===== src/rtl/pokey_audio_pkg.sv =====
// Shared constants for the POKEY audio output path: PCM format, I2S framing and clamp limit.
package pokey_audio_pkg;
    localparam int          AUD_MID    = 30;
    localparam int          SAMPLE_W   = 16;
    localparam int          SLOT_BITS  = 32;
    localparam int          FRAME_BITS = 64;
    localparam logic [15:0] CLAMP_MAX  = 16'h7FFF;
endpackage


===== src/rtl/audio_window_acc.sv =====
// Box-car sum of 6-bit audio over a gated window, converted to DC-centred 16-bit PCM.
// Latency: sample registers on the latch edge using the sum including that cycle's audio.
// Backpressure: none; free-running, sample holds until the next latch.
module audio_window_acc
    import pokey_audio_pkg::*;
#(
    parameter int ACC_LOG2 = 10
) (
    input  logic                clk,
    input  logic                rst,
    input  logic [5:0]          audio,
    input  logic                mute,
    input  logic                win_en,
    input  logic                win_clr,
    input  logic                latch,
    output logic [SAMPLE_W-1:0] sample
);
    localparam int ACC_W      = ACC_LOG2 + 6;
    localparam int MID_SCALED = AUD_MID << ACC_LOG2;

    logic [ACC_W-1:0]    r_acc;
    logic [ACC_W-1:0]    w_sum;
    logic signed [17:0]  w_diff;
    logic signed [17:0]  w_v;
    logic [SAMPLE_W-1:0] w_pcm;
    logic [SAMPLE_W-1:0] r_sample;

    // First window cycle restarts the sum rather than adding to stale state.
    assign w_sum  = win_clr ? ACC_W'(audio) : r_acc + ACC_W'(audio);
    assign w_diff = $signed(18'(w_sum)) - $signed(18'(MID_SCALED));
    assign w_v    = w_diff <<< (10 - ACC_LOG2);
    assign w_pcm  = (w_v > $signed({2'b00, CLAMP_MAX})) ? CLAMP_MAX : w_v[15:0];

    always_ff @(posedge clk) begin
        if (rst) begin
            r_acc    <= '0;
            r_sample <= '0;
        end else begin
            if (win_en) begin
                r_acc <= w_sum;
            end
            if (latch) begin
                r_sample <= mute ? '0 : w_pcm;
            end
        end
    end

    assign sample = r_sample;
endmodule


===== src/rtl/pokey_i2s_out.sv =====
// Mono 16-bit I2S transmitter for averaged POKEY audio; all outputs registered from next-state fc.
// Latency: new sample at fc=0 of each frame, MSB on i2s_sdata at fc=2*BCLK_HALF.
// Backpressure: none; the codec is a pure slave of i2s_bclk/i2s_lrclk.
module pokey_i2s_out
    import pokey_audio_pkg::*;
#(
    parameter int BCLK_HALF = 10,
    parameter int ACC_LOG2  = 10
) (
    input  logic                clk,
    input  logic                rst,
    input  logic [5:0]          audio,
    input  logic                mute,
    output logic                i2s_bclk,
    output logic                i2s_lrclk,
    output logic                i2s_sdata,
    output logic [SAMPLE_W-1:0] sample,
    output logic                sample_stb
);
    localparam int FRAME_CLKS = 2 * FRAME_BITS * BCLK_HALF;
    localparam int WIN_START  = FRAME_CLKS - (1 << ACC_LOG2);
    localparam int FC_W       = $clog2(FRAME_CLKS);
    localparam int SUB_W      = $clog2(BCLK_HALF);
    localparam int H_W        = $clog2(2 * FRAME_BITS);
    localparam int B_W        = H_W - 1;
    localparam int J_W        = $clog2(SLOT_BITS);
    localparam int SEL_W      = $clog2(SAMPLE_W);

    logic [FC_W-1:0]  r_fc;
    logic [SUB_W-1:0] r_sub;
    logic [H_W-1:0]   r_h;
    logic             r_bclk;
    logic             r_lrclk;
    logic             r_sdata;
    logic             r_stb;

    logic             w_fc_last;
    logic             w_sub_last;
    logic [FC_W-1:0]  w_fc_nxt;
    logic [SUB_W-1:0] w_sub_nxt;
    logic [H_W-1:0]   w_h_nxt;
    logic [B_W-1:0]   w_b_nxt;
    logic [J_W-1:0]   w_j;
    logic [SEL_W-1:0] w_bitsel;
    logic             w_lrclk_nxt;
    logic             w_sdata_nxt;
    logic             w_win_en;
    logic             w_win_clr;

    assign w_fc_last  = (r_fc == FC_W'(FRAME_CLKS - 1));
    assign w_sub_last = (r_sub == SUB_W'(BCLK_HALF - 1));
    assign w_fc_nxt   = w_fc_last ? '0 : r_fc + 1'b1;
    assign w_sub_nxt  = w_sub_last ? '0 : r_sub + 1'b1;
    // The half-period index wraps with fc because FRAME_CLKS is exactly 128 half-periods.
    assign w_h_nxt    = w_sub_last ? r_h + 1'b1 : r_h;

    assign w_b_nxt     = w_h_nxt[H_W-1:1];
    assign w_j         = w_b_nxt[J_W-1:0];
    assign w_bitsel    = SEL_W'(J_W'(SAMPLE_W) - w_j);
    assign w_lrclk_nxt = (w_b_nxt >= B_W'(SLOT_BITS));
    // sample only changes entering fc=0, where j=0 forces padding, so the current value is safe.
    assign w_sdata_nxt = (w_j != '0) && (w_j <= J_W'(SAMPLE_W)) ? sample[w_bitsel] : 1'b0;

    assign w_win_en  = (r_fc >= FC_W'(WIN_START));
    assign w_win_clr = (r_fc == FC_W'(WIN_START));

    always_ff @(posedge clk) begin
        if (rst) begin
            r_fc    <= '0;
            r_sub   <= '0;
            r_h     <= '0;
            r_bclk  <= 1'b0;
            r_lrclk <= 1'b0;
            r_sdata <= 1'b0;
            r_stb   <= 1'b0;
        end else begin
            r_fc    <= w_fc_nxt;
            r_sub   <= w_sub_nxt;
            r_h     <= w_h_nxt;
            r_bclk  <= w_h_nxt[0];
            r_lrclk <= w_lrclk_nxt;
            r_sdata <= w_sdata_nxt;
            r_stb   <= w_fc_last;
        end
    end

    audio_window_acc #(
        .ACC_LOG2 (ACC_LOG2)
    ) u_acc (
        .clk     (clk),
        .rst     (rst),
        .audio   (audio),
        .mute    (mute),
        .win_en  (w_win_en),
        .win_clr (w_win_clr),
        .latch   (w_fc_last),
        .sample  (sample)
    );

    assign i2s_bclk   = r_bclk;
    assign i2s_lrclk  = r_lrclk;
    assign i2s_sdata  = r_sdata;
    assign sample_stb = r_stb;
endmodule


===== config.mk =====
export PLATFORM = sky130hd
export DESIGN_NAME = pokey_i2s_out
export DESIGN_NICKNAME = d
export VERILOG_FILES = /design/src/rtl/pokey_audio_pkg.sv /design/src/rtl/audio_window_acc.sv /design/src/rtl/pokey_i2s_out.sv
export SDC_FILE = /design/constraint.sdc
export NUM_CORES = 1
export LEC_CHECK = 0
export CAP_MARGIN = 20
export CORE_ASPECT_RATIO = 1.4
export CORE_MARGIN = 2
export CORE_UTILIZATION = 52
export CTS_CLUSTER_DIAMETER = 200
export DETAILED_ROUTE_END_ITERATION = 12
export PLACE_DENSITY_LB_ADDON = 0.05
export SYNTH_ARGS = -nofsm -noshare
export SYNTH_HDL_FRONTEND = slang
export SYNTH_SLANG_ARGS = --single-unit

===== constraint.sdc =====
create_clock -name clk -period 2.9 [get_ports clk]
set_input_delay 0.435 -clock clk [delete_from_list [all_inputs] [get_ports clk]]
set_output_delay 0.435 -clock clk [all_outputs]
set_load 0.1 [all_outputs]

# After elaboration in Yosys (flattened, before gate mapping)
# Cells that the tools add are included.
# Widths: inputs -> output; s select.
word_totals:
  ff_bits: 58
  input_bits: 9
  output_inout_bits: 20
  wordCells: 35
op_classes:
  add_sub_neg: 6
  n_lt_le_gt_ge: 5
  n_eq_ne: 3
  n_mux: 6
  n_bitwise: 1
  n_reduce_logical: 5
op_table:
  columns: ["operator", "n"]
  rows:
  - ["$mux 16", 3]
  - ["$gt 18x16->1 const B", 1]
  - ["$sub 16x15->17 const B", 1]
  - ["$add 16x6->16", 1]
  - ["$add 11x1->11 const B", 1]
  - ["$eq 11x11->1 const B", 1]
  - ["$eq 11x9->1 const B", 1]
  - ["$ge 11x9->1 const B", 1]
  - ["$add 7x1->7 const B", 1]
  - ["$mux 7", 1]
  - ["$ge 6x6->1 const B", 1]
  - ["$reduce_or 2->1", 3]
  - ["$le 5x5->1 const B", 1]
  - ["$lt 4x5->1 const B", 1]
  - ["$reduce_bool 5->1", 1]
  - ["$add 4x1->4 const B", 1]
  - ["$bmux 1 s4", 1]
  - ["$eq 4x4->1 const B", 1]
  - ["$sub 1x4->4 const A", 1]
  - ["$logic_and 1x1->1", 1]
  - ["$mux 1", 1]
  - ["$not 1->1", 1]

# Logic depth before layout (Yosys ltp)
depth:
  depth_word: 6
  mapped_depth: 14
  ltp_nobuf: 12

# Hierarchy
# From an unflattened synthesis, not the netlist that was laid out.
hier_totals:
  cells_unflattened: 384
  area_unflattened_um2: 3373.2
by_module_without_submodules:
  columns: ["module", "n_inst", "cells_per_inst", "area_per_inst_um2", "seq_area_each_um2"]
  rows:
  - ["audio_window_acc", 1, 230, 1965.6, 640.6]
  - ["pokey_i2s_out", 1, 154, 1407.6, 500.5]

# Worst setup path before layout
# Ideal clock, no wire load.
synth_path:
  kind: "reg-to-reg"
  start: "reg r_h[0]"
  end: "reg r_sdata, in the netlist i2s_sdata"
  t_arrival_ns: 3.404
  t_required_ns: 2.821
  setup_slack_ns: -0.583
  path_stages_with_launch: 9
  n_path_buf: 1
  period_less_slack_ns: 3.483
  cell_sequence: "dfxtp_1 > ha_1 > mux2i_1 > ha_1 > buf_1 > xnor3_2 > mux2i_1 > mux4_2 > o211ai_1"
synth_between:
  elab_chain_len: 6
synth_lines:
  columns: ["element", "line_no", "text"]
  rows:
  - ["start, declared", "pokey_i2s_out.sv:31", "logic [H_W-1:0] r_h;"]
  - ["start signal, assigned", "pokey_i2s_out.sv:79", "r_h <= w_h_nxt;"]
  - ["$add 7x1->7 (*)", "pokey_i2s_out.sv:55", "assign w_h_nxt = w_sub_last ? r_h + 1'b1 : r_h;"]
  - ["$mux 7 (*)", "pokey_i2s_out.sv:55", null]
  - ["branches (longest 4 deep; another with $sub 1x4->4)", null, null]
  - ["end signal, assigned", "pokey_i2s_out.sv:82", "r_sdata <= w_sdata_nxt;"]
  - ["end, declared", "pokey_i2s_out.sv:34", "logic r_sdata;"]
# Every way passes the cells marked *. The select of a mux whose other input is x is not followed.
# A chain may end at the register's enable or synchronous reset.

# Worst setup path after layout
layout_path:
  start: "reg u_acc.r_acc[1]"
  end: "reg u_acc.r_sample[3], in the netlist u_acc.sample[3]"
layout_between:
  elab_chain_len: 6
layout_lines:
  columns: ["element", "line_no", "text"]
  rows:
  - ["start, declared", "audio_window_acc.sv:21", "logic [ACC_W-1:0] r_acc;"]
  - ["start signal, assigned", "audio_window_acc.sv:40", "r_acc <= w_sum;"]
  - ["$add 16x6->16", "audio_window_acc.sv:29", "assign w_sum = win_clr ? ACC_W'(audio) : r_acc + ACC_W'(audio);"]
  - ["$mux 16", "audio_window_acc.sv:29", null]
  - ["net u_acc.w_sum[11]", "audio_window_acc.sv:22", "logic [ACC_W-1:0] w_sum;"]
  - ["$sub 16x15->17", "audio_window_acc.sv:30", "assign w_diff = $signed(18'(w_sum)) - $signed(18'(MID_SCALED));"]
  - ["$gt 18x16->1", "audio_window_acc.sv:32", "assign w_pcm = (w_v > $signed({2'b00, CLAMP_MAX})) ? CLAMP_MAX : w_v[15:0];"]
  - ["$mux 16", "audio_window_acc.sv:32", null]
  - ["$mux 16", "audio_window_acc.sv:43", "r_sample <= mute ? '0 : w_pcm;"]
  - ["end signal, assigned", "audio_window_acc.sv:43", null]
  - ["end, declared", "audio_window_acc.sv:26", "logic [SAMPLE_W-1:0] r_sample;"]
# The timed path passes the listed nets, and every way through them passes these cells.

==> reports/metrics.cfg <==
[global_routing]
antenna_found_initial = 0
grtUsageTotal = 0.2361
grt_pass1_wl_mm = 13.34
grt_pass1_vias = 2994
grt_start_max_net_pins = 21
grt_overflow = 0

[power_and_ir_drop]
max-vdd-ir-drop_v = 0.0002581
power_density_mw_per_mm2 = 321.5
power.leakage_nw = 1.612

[clock_network]
path_clk_slew_ps = 100
cts.sinks = 56
cts_buffers = 5
clk_latency_ps = 310
h-tree-depth = 2
cts_hold_buf = 0
tritoncts = done
cts.path.max_buffers = 2
clock_tree.root_cell = clkbuf_8

[routing]
via_count = 2997
ant_nets = 0
drt_iter0_drc = 172
drt_wl_total_mm = 7.841
routedWlPerCell_um = 14.99
drt-pass1-iter-count = 4
drc = 0
via_per_inst = 5.730

[die]
die_w_um = 70.49
die-height_um = 97.08
die-area_mm2 = 0.006843
ios = 29
start_util = 0.5450
rows = 33
core_area_mm2 = 0.005904

[sta]
relSlewSlack = 0.5194
max_freq_ghz = 0.3574
whs_ps = 471.3
finalSetupViolCount = 0
worst_slack_ps = 101.8
maxSlewViolCount = 0
layout_worst_path_cycle_share = 0.9649
skew_ps = 7.005
hold_viol = 0
fin_crit_ps = 2798
rsz0062_at_grt = no
worstMarginPinSlew_ps = 721.0

[placement]
dp_slack_ps = -596.9
gp_congestion = 0.8902
dp_hpwl_mm = 5.960
portBuffers = 28

[logic_synthesis]
synth_ff_type = dfxtp_1
yosys.area.top_type_share = 0.3484
avgSynthCellArea_um2 = 8.252
synth_top_area_cell = dfxtp_1
synth_cell_types = 57
async_reset_ff_frac = 0
synth_cells = 390
synth_seq_area_share = 0.3484
synth_edf_count = 0
synth.area.top_cells = dfxtp_1 35%, nand2_1 5.9%, ha_1 5.1%, nor2_1 4.5%, xor2_1 3.5%
synth_fp_nets = 413
syn_area_mm2 = 0.003218
ys_ff_latch = 56
yosysWarnings = 0

[min_path]
min_path_type = reg2reg

[setup_path]
critical_path_required_ps = 3090
cpMaxStageDelayCell = dfxtp_1
arrival_ps = 2990
path_class = reg2reg
worstPathMaxFanout = 5
startpoint_type = flip-flop
critPathCaptureType = flip-flop
crit_chain = ha_4, a211o_1, a211o_1, a31oi_4, nor2_2, nor2_2, ha_4, nor4_4, buf_4, o211ai_4, o211ai_2
max_stage_delay_ps = 460

[cells_and_area]
seqCellArea_mm2 = 0.001125
multi_input_area_mm2 = 0.002115
syn2layout_area_growth_pct = 26.13
nNetsFinal = 475
antennaDiodeCount = 0
nFillCells = 477
drive_gt1_frac = 0.2539

[status]
outcome = finished, final reports clean

[run]
drv_cap = 0

[final timing paths]
| path | startpoint | endpoint | slack (ps) | cells past startpoint |
|---|---|---|---|---|
| hold reg to reg | u_acc.sample[10]$_SDFFE_PP0P_ | u_acc.sample[10]$_SDFFE_PP0P_ | 470 | 2 |
| setup reg to reg | u_acc.r_acc[1]$_SDFFE_PP0P_ | u_acc.sample[3]$_SDFFE_PP0P_ | 100 | 11 |
| setup / recovery | u_acc.r_acc[1]$_SDFFE_PP0P_ | u_acc.sample[3]$_SDFFE_PP0P_ | 100 | 11 |
| hold / removal | u_acc.sample[10]$_SDFFE_PP0P_ | u_acc.sample[10]$_SDFFE_PP0P_ | 470 | 2 |
[cells in the final DEF, fill, tap and decap left out, drive strengths merged, types with 3 or more instances in the layout]
cell type / count
buf: 69
dfxtp: 56
nand2: 51
nor2: 39
o21ai: 28
a21oi: 23
nor3: 18
xor2: 13
ha: 13
nand3: 10
xnor2: 10
mux2i: 10
inv: 8
a211oi: 7
o211ai: 7
nand4: 6
clkbuf: 6
a211o: 5
o31ai: 5
and3: 5
or3: 4
dlymetal6s2s: 4
or4: 4
and4: 4
nor4: 4
a21o: 3
nor2b: 3
clkdlybuf4s50: 3
o211a: 3
a31oi: 3
[synth_stat cells (10+ instances only)]
cell type  number
a21oi_1        22
o21ai_0        20
xor2_1         13
ha_1           13
nand2_1        51
dfxtp_1        56
nor2_1         39
clkbuf_1       14
mux2i_1        10
nand3_1        10
nor3_1         18
xnor2_1        10
[metal layers]
| layer | up-vias | share of wire | track usage |
|---|---|---|---|
| met5 | - | 0 | 0 |
| met4 | 0 | 0.018 | 0.06805 |
| met3 | 11 | 0.021 | 0.03008 |
| met2 | 42 | 0.55 | 0.4615 |
| met1 | 1427 | 0.41 | 0.2565 |
| li1 | 1517 | - | - |
[metrics by stage]
| step | cells | utilization | setup TNS (ps) | power, mW | instance area [um^2] |
|---|---|---|---|---|---|
| floorplan | 390 | - | -26.53 | 0.8412 | 3226 |
| global placement | 507 | 0.6381 | -7434 | 0.8735 | 3767 |
| detailed placement | 507 | 0.6381 | -8366 | 0.8756 | 3767 |
| CTS | 520 | 0.6643 | 0 | 1.321 | 3923 |
| global route | 523 | 0.6874 | 0 | 1.358 | 4059 |
| finish | 523 | 0.6874 | 0 | 1.305 | 4059 |
[power breakdown]
part	switching [mW]	leakage (nW)	internal, mW
sequential	0.00843	0.453	0.775
clock	0.251	0.0434	0.194
combinational	0.0406	1.12	0.0361
total	0.300	1.61	1.00
[registers in the layout, indices dropped and copies added, names as in the netlist, named ones only]
name          count
u_acc.sample     16
u_acc.r_acc      16
r_h               6
i2s_sdata         1
sample_stb        1
r_fc             11
r_sub             4
[final cells by class]
class	instances	share of cell area
clock buffer	6	0.02035
clock inverter	2	0.003699
inverter	8	0.007398
multi-input combinational	304	0.5210
sequential	56	0.2771
tap	70	0.02158
timing repair buffer	77	0.1489
[critical path, delay by kind of cell, from the launching register on]
kind | cells | cell delay, ps
AOI/OAI and AO/OA | 5 | 1290
buffers and inverters | 1 | 170
and+or+nand+nor | 3 | 320
DFF | 1 | 460
adders and majority gates | 2 | 430
[timing repair]
action / in CTS / in global routing
gates cloned: 0 / 1
pin swaps: 14 / 15
buffers inserted: 5 / 2
resized for setup: 8 / 21
setup endpoints to repair: 14 / 16
[logic make-up (layout without fill, tap and decap cells)]
| kind of cell | count (synthesis) | count (layout) | synth area share |
|---|---|---|---|
| XOR/XNOR | 24 | 24 | 0.06998 |
| buffers and inverters | 30 | 93 | 0.03693 |
| multiplexers | 12 | 12 | 0.04510 |
| AND/OR/NAND/NOR | 158 | 158 | 0.2411 |
| AO/OA/AOI/OAI | 96 | 96 | 0.2018 |
| flip-flops | 56 | 56 | 0.3484 |
| adder cells (fa/ha/maj) | 14 | 14 | 0.05677 |
Note: power is estimated with default switching activity, not from simulation.
